[src/rtl/flexdpe_sched.sv]
// flexdpe_sched: job sequencer for a single FLEX-DPE macro PE.
// A job loads one stationary vector and then N streaming vectors over a
// valid/ready handshake. It then waits a fixed drain window for the PE
// pipeline to empty, and pulses done when the window ends. Only the
// handshake and the vector tagging are produced here. Data and destination
// buses bypass this block.
module flexdpe_sched #(
  parameter int LOG2_STREAM  = 8,
  parameter int DRAIN_CYCLES = 12
) (
  input  logic                   CLK,
  input  logic                   rst,
  input  logic                   i_start,
  input  logic [LOG2_STREAM-1:0] i_num_stream,
  input  logic                   i_abort,
  input  logic                   i_src_valid,
  output logic                   o_src_ready,
  output logic                   o_dpe_valid,
  output logic                   o_dpe_stationary,
  output logic                   o_busy,
  output logic                   o_done,
  output logic [LOG2_STREAM-1:0] o_vec_cnt
);

  typedef enum logic [2:0] {
    IDLE      = 3'd0,
    LOAD_STAT = 3'd1,
    STREAM    = 3'd2,
    DRAIN     = 3'd3,
    DONE      = 3'd4
  } state_t;

  localparam logic [LOG2_STREAM-1:0] CNT_ZERO   = {LOG2_STREAM{1'b0}};
  localparam logic [LOG2_STREAM-1:0] CNT_ONE    = {{(LOG2_STREAM-1){1'b0}}, 1'b1};
  localparam logic [7:0]             DRAIN_LOAD = 8'(DRAIN_CYCLES - 1);

  state_t                 state;
  state_t                 state_next;
  logic [LOG2_STREAM-1:0] remaining;
  logic [LOG2_STREAM-1:0] vec_cnt;
  logic [7:0]             drain_cnt;
  logic                   src_ready;
  logic                   xfer;

  // State register. Reset drops any job in flight without a done pulse.
  always_ff @(posedge CLK or posedge rst) begin
    if (rst) begin
      state <= IDLE;
    end else begin
      state <= state_next;
    end
  end

  // Next-state logic. Abort overrides every other transition outside IDLE.
  always_comb begin
    state_next = state;
    if ((state != IDLE) && i_abort) begin
      state_next = IDLE;
    end else begin
      case (state)
        IDLE: begin
          if (i_start) state_next = LOAD_STAT;
          else         state_next = IDLE;
        end
        LOAD_STAT: begin
          if (xfer) begin
            if (remaining == CNT_ZERO) state_next = DRAIN;
            else                       state_next = STREAM;
          end else begin
            state_next = LOAD_STAT;
          end
        end
        STREAM: begin
          if (xfer && (remaining == CNT_ONE)) state_next = DRAIN;
          else                                state_next = STREAM;
        end
        DRAIN: begin
          if (drain_cnt == 8'd0) state_next = DONE;
          else                   state_next = DRAIN;
        end
        DONE:    state_next = IDLE;
        default: state_next = IDLE;
      endcase
    end
  end

  // Output decode. Only i_src_valid reaches an output without a register.
  always_comb begin
    src_ready        = (state == LOAD_STAT) || (state == STREAM);
    xfer             = src_ready && i_src_valid;
    o_src_ready      = src_ready;
    o_dpe_valid      = xfer;
    o_dpe_stationary = xfer && (state == LOAD_STAT);
    o_busy           = (state != IDLE);
    o_done           = (state == DONE);
    o_vec_cnt        = vec_cnt;
  end

  // Job counters. The remaining count is latched on start and consumed by
  // streaming transfers. vec_cnt is kept after the job ends or is aborted.
  always_ff @(posedge CLK or posedge rst) begin
    if (rst) begin
      remaining <= CNT_ZERO;
      vec_cnt   <= CNT_ZERO;
    end else if ((state == IDLE) && i_start) begin
      remaining <= i_num_stream;
      vec_cnt   <= CNT_ZERO;
    end else if ((state == STREAM) && xfer) begin
      remaining <= remaining - CNT_ONE;
      vec_cnt   <= vec_cnt + CNT_ONE;
    end else begin
      remaining <= remaining;
      vec_cnt   <= vec_cnt;
    end
  end

  // Drain window counter. It is loaded on entry to DRAIN and counts down to zero.
  always_ff @(posedge CLK or posedge rst) begin
    if (rst) begin
      drain_cnt <= 8'd0;
    end else if ((state_next == DRAIN) && (state != DRAIN)) begin
      drain_cnt <= DRAIN_LOAD;
    end else if ((state == DRAIN) && (drain_cnt != 8'd0)) begin
      drain_cnt <= drain_cnt - 8'd1;
    end else begin
      drain_cnt <= drain_cnt;
    end
  end

endmodule
[config.mk]
export PLATFORM = sky130hd
export DESIGN_NAME = flexdpe_sched
export DESIGN_NICKNAME = d
export VERILOG_FILES = /design/src/rtl/flexdpe_sched.sv
export SDC_FILE = /design/constraint.sdc
export NUM_CORES = 1
export LEC_CHECK = 0
export CAP_MARGIN = 10
export CORE_ASPECT_RATIO = 1.5
export CORE_MARGIN = 4
export CORE_UTILIZATION = 52
export DETAILED_ROUTE_END_ITERATION = 8
export PLACE_DENSITY = 0.85
export SETUP_SLACK_MARGIN = 0.3
export SYNTH_ARGS = -nofsm -noshare
export SYNTH_HDL_FRONTEND = slang
export SYNTH_SLANG_ARGS = --single-unit
[constraint.sdc]
create_clock -name CLK -period 1.95 [get_ports CLK]
set_input_delay 0.39 -clock CLK [delete_from_list [all_inputs] [get_ports CLK]]
set_output_delay 0.39 -clock CLK [all_outputs]
set_load 0.01 [all_outputs]
======== After elaboration in Yosys (flattened, before gate mapping) ========
Cells that the tools add are included.
word-level totals
  bits in registers ....................... 27
  bits in latches ......................... 0
  RAM bits ................................ 0
  bits in read-only memories .............. 0
  bits of input ports ..................... 13
  logic and storage cells ................. 43
  memories ................................ 0
operators by class
  add/subtract/negate cells ............... 3
  multipliers ............................. 0
  div/mod/pow operators ................... 0
  $lt $le $gt $ge ......................... 0
  equality and inequality tests ........... 7
  shifts and indexed selects .............. 0
  mux-type cells .......................... 13
  bitwise logic cells ..................... 0
  reductions and logical operators ........ 16
operator list
  operator                                          number
  two-way mux 8 bit                                 6
  logical NOT 8 bit                                 2
  subtractor 8 x 1 -> 8 bit, second input constant  2
  case mux 3 bit (4 select lines)                   1
  == test 3 x 2 -> 1 bit, second input constant     3
  two-way mux 3 bit                                 3
  adder 8 x 1 -> 8 bit, second input constant       1
  == test 8 x 1 -> 1 bit, second input constant     1
  logical AND 1 bit                                 8
  nonzero test 8 bit                                1
  nonzero test 2 bit                                2
  == test 3 x 1 -> 1 bit, second input constant     1
  == test 3 bit, second input constant              1
  logical NOT 3 bit                                 1
  two-way mux 1 bit                                 3
  != test 3 x 2 -> 1 bit, second input constant     1
  nonzero test 3 bit                                1
  logical OR 1 bit                                  1

======== Depth between registers and ports, before layout ========
  depth after elaboration ................. 10
  gate-level depth with buffers ........... 6

======== Worst setup path before layout ========
Ideal clock, no wire load.
  kind .................................... register to register
  start ................................... register drain_cnt[3]
  end ..................................... register drain_cnt[7]
  arrival ................................. 1655 ps
  required time ........................... 1831 ps
  slack ................................... 176 ps
  cell stages (with the launch flop) ...... 6
  clock period less this slack ............ 1774 ps
  cell sequence ........................... dfrtp_1 or4_1 buf_2 nand4bb_1 mux2_1 and2_1
between the ends
  cells in the longest elaborated chain, start to end .. 7
ends and longest elaborated chain
  element                                                         RTL line  RTL
  start, declared                                                 41        logic [7:0] drain_cnt;
  start signal, assigned                                          124       drain_cnt <= drain_cnt - 8'd1;
  start signal, assigned                                          126       drain_cnt <= drain_cnt;
  logical NOT 8 bit                                               78        if (drain_cnt == 8'd0) state_next = DONE;
  two-way mux 3 bit                                               78
  case mux 3 bit (4 select lines)                                 60        case (state)
  two-way mux 3 bit                                               57        if ((state != IDLE) && i_abort) begin
  == test 3 x 2 -> 1 bit                                          121       end else if ((state_next == DRAIN) && (state != DRAIN)) begin
  logical AND 1 bit                                               121
  two-way mux 8 bit / nonzero test 2 bit (equally long branches)  -
Parallel ways exist; a longest one is shown, timed or not. The select of a mux whose other input is x is not followed.
A chain may end at the register's enable or synchronous reset.

======== Worst setup path in the final report ========
  start ................................... register drain_cnt[5]
  end ..................................... register state[1]
between the ends
  cells in the longest elaborated chain, start to end .. 4
ends and longest elaborated chain
  element                          RTL line  RTL
  logical NOT 8 bit                78
  two-way mux 3 bit                78
  case mux 3 bit (4 select lines)  60
  two-way mux 3 bit                57
  net state_next[1]                38        state_t state_next;
  end signal, assigned             50        state <= state_next;
  end, declared                    37        state_t state;
The timed path passes the listed nets, and every way through them passes these cells.

==> metrics.cfg <==
[die]
die_area_um2 = 3930
rows = 24
die_h_um = 74.8
start_util = 0.536
pin_count = 26
die_w_um = 52.5
core-area_um2 = 2880

[detailed_routing]
drc = 0
drt-met1-wl_um = 1730
routed_via_density = 5.98
wl_met3_um = 233
drtPass1Iterations = 4
dr_wl_met2_um = 2580
first_iter_violations = 83
antenna_left = 0
vias = 1620
highest_layer = met4
drt_wl_total_um = 4760
avgRoutedWirePerCell_um = 17.6

[worst_setup_path]
startpoint_type = register
reg2reg_depth = 5
critPathKind = register to register
rr_endpoint = state[1]
reg2reg_from = drain_cnt[5]
reg2reg_slack_ns = 0.16
crit_start = drain_cnt[5]
required_ns = 2.11
crit_path_end_kind = register
worst-path-max-fanout = 5
crit_end = state[1]
arrival_ns = 1.95

[cells_and_area]
final_util = 0.801
stdcell_count = 271
fill_cells = 188
drive_gt1_frac = 0.366
synthToLayoutAreaGrowth_pct = 49.3
nets = 251
num_antenna_cells = 0

[place]
dp_hpwl_um = 2570
pre_cts_slack_ns = -0.128
gp_routability_congestion = 0.858
place_inst = 236
portBuffers = 25

[power]
p_leak_uw = 0.00104
peakVddDrop_mv = 0.876
powerDensity_nw_per_um2 = 1020

[cts]
cts_tree = yes
insertion_delay_ns = 0.28
cts-root-buf = clkbuf_8
clock-sinks = 27
clkTransAtPathRegs_ns = 0.10
cts_hold_buffers = 0
clockBufferDepth = 2
cts_htree_levels = 1
cts_buffers = 3

[global_route]
grt_pass1_wl_um = 6350
track_usage = 0.216
overflow = 0
grt_pass1_vias = 1468
antenna_found_initial = 0
grt_max_degree = 28

[synth]
syn_inst = 169
synthArstFlopShare = 1.00
syn_nets = 187
synth_area_per_cell_um2 = 9.15
ys_warn_count = 0
synth_seq_cells = 27
synth-edff-count = 0
synth_seq_area_share = 0.437
ys.flop_type = dfrtp_1
yosysUniqueCellTypes = 44
netlist_area_um2 = 1550

[job]
drv_cap = 0

[timing]
drv_slew = 0
layout_worst_path_cycle_share = 0.918
setup_violations = 0
fin_tns_setup_ns = 0
worst_slack_ns = 0.159
rsz0062_at_grt = true
slew_headroom = 0.690
worst_slew_pin_slew_ns = 0.460
min_period_ns = 1.79
skew_ns = 0.00344
hold_violations = 0
fmax_mhz = 558

[status]
outcome = complete, no violations

[hold_path]
min-delay-path-class = input pin to async pin

## worst max-delay path, stage by stage (launching register included)
cell and delay [ns]:
dfrtp_1 0.41, or4_4 0.58, buf_6 0.14, o211ai_1 0.26
buf_4 0.18, a311oi_2 0.10
## worst min-delay path by stage
| stage | slack (ns) | endpoint | from | cells after the start |
|---|---|---|---|---|
| finish | 0.47 | o_vec_cnt[4] | rst | 3 |
| detailed placement | 0.53 | drain_cnt[1] | drain_cnt[1] | 2 |
| global placement | 0.52 | drain_cnt[1] | drain_cnt[1] | 2 |
| CTS | 0.48 | o_vec_cnt[3] | rst | 3 |
| floorplan | 0.44 | drain_cnt[0] | rst | 1 |
| global route | 0.50 | o_vec_cnt[4] | rst | 3 |
## power breakdown
group / total [µW] / internal (µW) / switching [µW] / leakage [µW]
logic: 1120 / 565 / 553 / 0.000677
clock network: 337 / 146 / 192 / 0.0000217
registers: 896 / 720 / 176 / 0.000343
total: 2350 / 1430 / 921 / 0.00104
## layout make-up
class | count | area, µm² | share of cell area
clock buffer | 3 | 41.3 | 0.0179
clock inverter | 1 | 7.51 | 0.00325
inverter | 8 | 30.0 | 0.0130
multi-input combinational | 127 | 947 | 0.410
sequential | 27 | 677 | 0.293
tap | 39 | 48.8 | 0.0211
timing repair buffer | 66 | 557 | 0.241
## per-stage QoR
step                total power (µW)  cell area, µm²  hold slack (ns)
floorplan                       1330            1550            0.443
global placement                1560            1890            0.518
detailed placement              1620            1890            0.531
CTS                             2100            2130            0.477
global route                    2480            2310            0.500
finish                          2350            2310            0.465
## per-layer routing
metal  global-route usage  vias to the layer above
met5                    0                        -
met4                0.111                        0
met3               0.0257                       23
met2                0.394                       72
met1                0.243                      795
li1                     -                      730
## layout by cell type (no fill, tap or decap), drive strengths merged, types with 5 or more instances in the layout
cell	synthesis	final
or3	5	5
dfrtp	27	27
o21ai	11	11
clkdlybuf4s50	0	18
inv	8	8
ha	5	5
nor2	13	13
nand2	18	18
xor2	5	5
nand3	7	7
nor3	7	7
buf	3	46
## kinds of logic (layout without fill, tap and decap cells)
| kind of cell | after synthesis | after routing | synth area share |
|---|---|---|---|
| simple gates | 79 | 79 | 0.282 |
| flops | 27 | 27 | 0.437 |
| compound gates | 32 | 32 | 0.136 |
| xor+xnor | 8 | 8 | 0.0453 |
| mux | 3 | 3 | 0.0210 |
| fa+ha+maj | 5 | 5 | 0.0405 |
| buf+inv | 15 | 78 | 0.0388 |
## state kept, by name, indices dropped and copies added (netlist names)
name / count
remaining: 8
o_vec_cnt: 8
drain_cnt: 8
state: 3
## cell usage after synthesis, drive strengths merged, types with 4 or more instances
library cell	n	share of area
dfrtp	27	0.44
nand2	18	0.044
nor2	13	0.032
o21ai	11	0.036
inv	8	0.019
nand3	7	0.023
nor3	7	0.023
ha	5	0.040
or3	5	0.020
xor2	5	0.028
a21boi	4	0.019
and2	4	0.016
clkbuf	4	0.0097
nand2b	4	0.016
o211ai	4	0.019
or4	4	0.020
## what timing repair did
action                                  CTS  global route
setup buffers                            17            14
endpoints found under the setup margin   25            26
pin swaps                                 9            16
resized for setup                        45            23
gates cloned                              0             0
Note: power is estimated with default switching activity, not from simulation.
